==> src/rtl/snn_pkg.sv <==
// Shared definitions for the spiking-neuron blocks.
//
// Contents:
//   CURRENT_W         width of the signed summed synaptic current
//   VMEM_W_DEFAULT    default signed membrane-potential width
//   REFRAC_W_DEFAULT  default refractory counter width
//   neuron_state_e    neuron FSM states (INTEGRATE, REFRACTORY)
package snn_pkg;

  localparam int unsigned CURRENT_W        = 5;
  localparam int unsigned VMEM_W_DEFAULT   = 8;
  localparam int unsigned REFRAC_W_DEFAULT = 4;

  typedef enum logic {
    INTEGRATE  = 1'b0,
    REFRACTORY = 1'b1
  } neuron_state_e;

endpackage

==> src/rtl/snn_sat_addsub.sv <==
// Saturating signed adder/subtractor.
//
// Computes y = a + b (sub = 0) or y = a - b (sub = 1) on W-bit two's-complement
// operands, clamping the result to [-2^(W-1), 2^(W-1)-1] instead of wrapping.
//
// Ports:
//   a    in   W  signed left operand
//   b    in   W  signed right operand
//   sub  in   1  0: add, 1: subtract
//   y    out  W  saturated signed result
module snn_sat_addsub #(
  parameter int unsigned W = 8
) (
  input  logic signed [W-1:0] a,
  input  logic signed [W-1:0] b,
  input  logic                sub,
  output logic signed [W-1:0] y
);

  localparam logic signed [W-1:0] MaxVal = {1'b0, {(W-1){1'b1}}};
  localparam logic signed [W-1:0] MinVal = {1'b1, {(W-1){1'b0}}};

  logic signed [W:0] a_ext;
  logic signed [W:0] b_ext;
  logic signed [W:0] full;

  always_comb begin
    a_ext = {a[W-1], a};
    b_ext = {b[W-1], b};
    full  = sub ? (a_ext - b_ext) : (a_ext + b_ext);
    // One guard bit is enough: overflow shows up as the top two bits disagreeing,
    // and the guard bit carries the true sign of the result.
    if (full[W] != full[W-1]) begin
      y = full[W] ? MinVal : MaxVal;
    end else begin
      y = full[W-1:0];
    end
  end

endmodule

==> src/rtl/spike_neuron_lif.sv <==
// Leaky integrate-and-fire neuron.
//
// On each enabled timestep the neuron adds the signed synaptic current to its
// membrane potential (saturating), fires when the sum reaches the threshold, and
// otherwise leaks the potential toward zero by a fixed magnitude. After a spike
// it ignores input for refractory_period timesteps.
//
// Optional feature: define SNN_NEURON_SPIKE_COUNT_EN to add a saturating 8-bit
// spike counter output (spike_count).
//
// Ports:
//   clk                 in   1          rising-edge clock
//   reset               in   1          synchronous active-high reset, dominant
//   enable              in   1          timestep strobe
//   input_current       in   5          signed summed synaptic current
//   threshold           in   VMEM_W-1   unsigned firing threshold
//   leak                in   VMEM_W-1   unsigned per-step leak magnitude
//   refractory_period   in   REFRAC_W   timesteps ignored after a spike
//   spike_out           out  1          registered one-cycle spike pulse
//   membrane_potential  out  VMEM_W     registered signed potential
//   refractory          out  1          high while refractory
//   spike_count         out  8          saturating spike count (optional)
module spike_neuron_lif
  import snn_pkg::*;
#(
  parameter int unsigned VMEM_W   = VMEM_W_DEFAULT,
  parameter int unsigned REFRAC_W = REFRAC_W_DEFAULT
) (
  input  logic                       clk,
  input  logic                       reset,
  input  logic                       enable,
  input  logic signed [CURRENT_W-1:0] input_current,
  input  logic        [VMEM_W-2:0]   threshold,
  input  logic        [VMEM_W-2:0]   leak,
  input  logic        [REFRAC_W-1:0] refractory_period,
  output logic                       spike_out,
  output logic signed [VMEM_W-1:0]   membrane_potential,
  output logic                       refractory
`ifdef SNN_NEURON_SPIKE_COUNT_EN
  ,
  output logic        [7:0]          spike_count
`endif
);

  localparam logic [REFRAC_W-1:0] CntOne = {{(REFRAC_W-1){1'b0}}, 1'b1};

  neuron_state_e             state_q, state_d;
  logic signed [VMEM_W-1:0]  v_q, v_d;
  logic [REFRAC_W-1:0]       cnt_q, cnt_d;
  logic                      spike_q, spike_d;

  logic signed [VMEM_W-1:0]  cur_ext;
  logic signed [VMEM_W-1:0]  thr_ext;
  logic signed [VMEM_W-1:0]  leak_ext;
  logic signed [VMEM_W-1:0]  neg_leak;
  logic signed [VMEM_W-1:0]  sum;
  logic signed [VMEM_W-1:0]  leaked;
  logic                      leak_sub;

  // Threshold and leak are magnitudes; a zero top bit keeps them non-negative
  // so the signed compares below behave.
  assign cur_ext  = {{(VMEM_W-CURRENT_W){input_current[CURRENT_W-1]}}, input_current};
  assign thr_ext  = {1'b0, threshold};
  assign leak_ext = {1'b0, leak};
  assign neg_leak = -leak_ext;

  snn_sat_addsub #(
    .W (VMEM_W)
  ) u_integrate (
    .a   (v_q),
    .b   (cur_ext),
    .sub (1'b0),
    .y   (sum)
  );

  // Leak pulls toward zero: subtract for positive sums, add for negative ones.
  assign leak_sub = (sum > leak_ext);

  snn_sat_addsub #(
    .W (VMEM_W)
  ) u_leak (
    .a   (sum),
    .b   (leak_ext),
    .sub (leak_sub),
    .y   (leaked)
  );

  always_comb begin
    state_d = state_q;
    v_d     = v_q;
    cnt_d   = cnt_q;
    spike_d = 1'b0;

    if (enable) begin
      unique case (state_q)
        INTEGRATE: begin
          if (sum >= thr_ext) begin
            spike_d = 1'b1;
            v_d     = '0;
            if (refractory_period != '0) begin
              cnt_d   = refractory_period;
              state_d = REFRACTORY;
            end
          end else if ((sum > leak_ext) || (sum < neg_leak)) begin
            v_d = leaked;
          end else begin
            v_d = '0;
          end
        end
        REFRACTORY: begin
          v_d = '0;
          // The step that takes the counter from 1 to 0 is the last ignored one.
          if (cnt_q <= CntOne) begin
            cnt_d   = '0;
            state_d = INTEGRATE;
          end else begin
            cnt_d = cnt_q - CntOne;
          end
        end
        default: begin
          state_d = INTEGRATE;
          cnt_d   = '0;
          v_d     = '0;
        end
      endcase
    end
  end

  always_ff @(posedge clk) begin
    if (reset) begin
      state_q <= INTEGRATE;
      v_q     <= '0;
      cnt_q   <= '0;
      spike_q <= 1'b0;
    end else begin
      state_q <= state_d;
      v_q     <= v_d;
      cnt_q   <= cnt_d;
      spike_q <= spike_d;
    end
  end

  assign spike_out          = spike_q;
  assign membrane_potential = v_q;
  assign refractory         = (state_q == REFRACTORY);

`ifdef SNN_NEURON_SPIKE_COUNT_EN
  logic [7:0] spike_cnt_q;

  always_ff @(posedge clk) begin
    if (reset) begin
      spike_cnt_q <= '0;
    end else if (spike_d && (spike_cnt_q != 8'hFF)) begin
      spike_cnt_q <= spike_cnt_q + 8'd1;
    end
  end

  assign spike_count = spike_cnt_q;
`endif

endmodule

==> config.mk <==
export PLATFORM = sky130hd
export DESIGN_NAME = spike_neuron_lif
export DESIGN_NICKNAME = d
export VERILOG_FILES = /design/src/rtl/snn_pkg.sv /design/src/rtl/snn_sat_addsub.sv /design/src/rtl/spike_neuron_lif.sv
export SDC_FILE = /design/constraint.sdc
export NUM_CORES = 1
export LEC_CHECK = 0
export ABC_AREA = 1
export CAP_MARGIN = 30
export CORE_ASPECT_RATIO = 0.6
export CORE_MARGIN = 4
export CORE_UTILIZATION = 57
export DETAILED_ROUTE_END_ITERATION = 12
export PLACE_DENSITY_LB_ADDON = 0.15
export SLEW_MARGIN = 20
export SYNTH_ARGS = -nofsm -noshare
export SYNTH_HDL_FRONTEND = slang
export SYNTH_HIERARCHICAL = 1
export SYNTH_SLANG_ARGS = --single-unit
==> constraint.sdc <==
create_clock -name clk -period 5.6 [get_ports clk]
set_input_delay 0.56 -clock clk [delete_from_list [all_inputs] [get_ports clk]]
set_output_delay 0.56 -clock clk [all_outputs]
set_load 0.05 [all_outputs]
==> metrics.md, run 1 <==
| Metric | Value |
|---|---|
| # clock sinks | 14 |
| Crit path launch | input_current[2] |
| Endpoints failing setup | 0 |
| Post-Layout Cell Count | 557 |
| Row cnt | 19 |
| Final hold vios | 0 |
| Wire length of the first global-routing pass | 12.08 mm |
| Slew margin rel. | 0.6564 |
| H-tree levels | 1 |
| Initial antenna violation count | 0 |
| CP dominant cell by count | nand2_1 |
| Clk Latency, worst-skew pair | 0.25 ns |
| Dpl cells | 541 |
| Final GP Congestion | 0.9112 |
| CP max stage delay | 0.45 ns |
| Adder-cell share of the synthesized area | 0.2025 |
| Drt pass-1 iters | 5 |
| Top-count cell post-synth | nand2_1 |
| EDFF count, synth | 0 |
| Worst Tran Pin Value | 0.5114 ns |
| Post-Synth Simple-Gate Area | 0.3799 |
| Number of synthesized register bits | 14 |
| Worst hold stages | 2 |
| Syn Std Cell Area | 0.002793 sq mm |
| Drt total wl | 8.319 mm |
| Status | finished, final reports clean |
| CTS clk-pin slew, worst paths | 0.06 ns |
| Diode count | 0 |
| Sequential-to-total area share from yosys stat | 0.1004 |
| Library cells used by synthesis | 37 |
| Asr flop ratio synth | 0 |
| Reg-to-Reg Start | membrane_potential[0]$_SDFFE_PP0P_ |
| Clock skew | 0.0005210 ns |
| Number of remaining DRC errors | 0 |
| Routed Antenna Nets | 0 |
| Area contributors post-synth | ha_1 (19%), nand2_1 (14%), inv_1 (10%) |
| Largest family of logic cells by synthesized area | simple AND/OR/NAND/NOR gates |
| Tot GR Track Use | 0.2298 |
| Area grow syn2layout | 36.56% |
| Worst Hold Launch | cnt_q[1]$_SDFFE_PP0P_ |
| Max Fclk | 186.1 MHz |
| Max_cap viols | 0 |
| Vias per cell | 5.533 |
| Mux contribution to synthesized area | 0 |
| CP max-delay cell | clkdlybuf4s50_1 |
| Synth Warn # | 6 |
| Most area-hungry cell type in the Yosys netlist | ha_1 |
| Period utilization | 0.9594 |
| Post-CTS Hold Fix Bufs | 0 |
| Remaining Overflow, GRT | 0 |
| CTS tree | yes |
| Top FF cell, synth | dfxtp_1 |
| Maximum fanout along the worst path | 7 |
| Die H | 62.22 um |
| Port Buffers | 35 |
| Worst r2r path cells | 34 |
| Die W | 98.37 um |
| Vias in the first global route | 2701 |
| Initial cell density of the core | 0.5994 |
| Largest net degree at the start of global routing | 13 |
| Synth Instances | 425 |
| Most common library cells after synthesis | nand2_1 (101), inv_1 (75), ha_1 (42) |
| Top cell type's share of synthesized area | 0.1882 |
| Critical Path Source Type | input port |
| Fill cell count | 320 |
| Total number of vias | 3082 |
| Synth Area in XOR/XNOR | 0.08468 |
| CTS root buf | clkbuf_8 |
| Final min period | 5.373 ns |
| Core area | 0.004659 sq mm |
| Syn Area/Cell | 6.571 sq um |
| Die area | 0.006120 sq mm |
| Compound-Gate Fraction of Synth Area | 0.1142 |
| Boundary Pins | 36 |
| Max-slew violations | 0 |
| Fin Hold WS | 0.4879 ns |
| Worst setup EP type | flop |
| Hold Crit Class | reg2reg |
| Critical Path AT | 5.55 ns |
| Bufs on Longest Clock Path | 2 |
| Layout cells sized above 1 | 0.2895 |
| Critical path class | in2reg |
| Routed WL per cell | 14.94 um |
| CP required | 5.78 ns |
| Final nets | 565 |
| DP HPWL | 6.042 mm |
| Initial detailed-routing violation count | 175 |
| Num CTS Buffers | 3 |
[kinds of logic (layout without fill, tap and decap cells)]
logic type,count (synthesis),in the layout
AND/OR/NAND/NOR,198,198
buffers and inverters,86,152
AO/OA/AOI/OAI,55,55
adder cells (fa/ha/maj),44,44
XOR/XNOR,27,27
flip-flops,14,14
other,1,4
[critical path, delay by kind of cell]
kind	cells	cell delay, ns
AND/OR/NAND/NOR	19	2.00
buffers and inverters	8	1.03
adder cells (fa/ha/maj)	3	1.02
AO/OA/AOI/OAI	6	0.77
XOR/XNOR	1	0.17
[through the flow]
stage	area, sq um	TNS [ns]	utilization	worst slack (ns)
finish	3814	0	0.8185	0.2272
global route	3814	-0.2507	0.8185	-0.07492
CTS	3431	0	0.7363	0.03976
detailed placement	3361	-1.467	0.7213	-0.2703
global placement	3361	-0.06556	0.7213	-0.06556
floorplan	2804	0	-	0.5956
[layer usage]
layer | up-vias | part of all wire | GRT usage
met4 | 0 | 0.021 | 0.03066
li1 | 1507 | - | -
met2 | 120 | 0.46 | 0.3569
met5 | - | 0 | 0
met3 | 25 | 0.068 | 0.03244
met1 | 1430 | 0.45 | 0.3432
[layout by cell type, fill, tap and decap left out, types with 12 or more instances in the layout]
master	count
inv_1	67
nand3_2	12
ha_1	29
nand2_2	27
nor2_1	15
buf_4	30
xor2_1	20
dfxtp_1	14
clkdlybuf4s50_1	32
a21oi_1	22
inv_2	13
nand3_1	26
nand2_1	86
[sequential cells by signal, summed over array words and instances (netlist names)]
| register | flops |
|---|---|
| membrane_potential | 8 |
| cnt_q | 4 |
| spike_out | 1 |
| refractory | 1 |
[what timing repair did]
| item | 4_1_cts | 5_1_grt |
|---|---|---|
| gates cloned | 0 | 0 |
| pin swaps | 1 | 28 |
| resized for setup | 2 | 71 |
| endpoints found under the hold margin | 0 | 0 |
| setup endpoints to repair | 1 | 8 |
| buffers inserted | 2 | 10 |
[cell type report]
cell class / count / area, sq um / share of cell area
timing repair buffer: 67 / 605.6 / 0.1588
tap: 63 / 78.83 / 0.02067
sequential: 14 / 280.3 / 0.07349
clock buffer: 4 / 55.05 / 0.01444
inverter: 81 / 306.5 / 0.08038
multi-input combinational: 328 / 2487 / 0.6522
[path summary, 6_finish.rpt]
| check | end | slack (ns) |
|---|---|---|
| worst max-delay path | membrane_potential[6]$_SDFFE_PP0P_ | 0.23 |
| worst min register to register | cnt_q[1]$_SDFFE_PP0P_ | 0.49 |
| worst max register to register | membrane_potential[6]$_SDFFE_PP0P_ | 1.07 |
| worst min-delay path | cnt_q[1]$_SDFFE_PP0P_ | 0.49 |
Power of run 1 is left out: the tool's default activity adds up to more than one toggle a clock period on the data nets, which glitch-free logic cannot reach.
==> run 2, diff against run 1 <==
SLEW_MARGIN = 25   (was 20)
==> results of run 2 <==
No change in the layout: final DEF, timing and power equal those of run 1.
Power of run 2 is left out for the same reason.
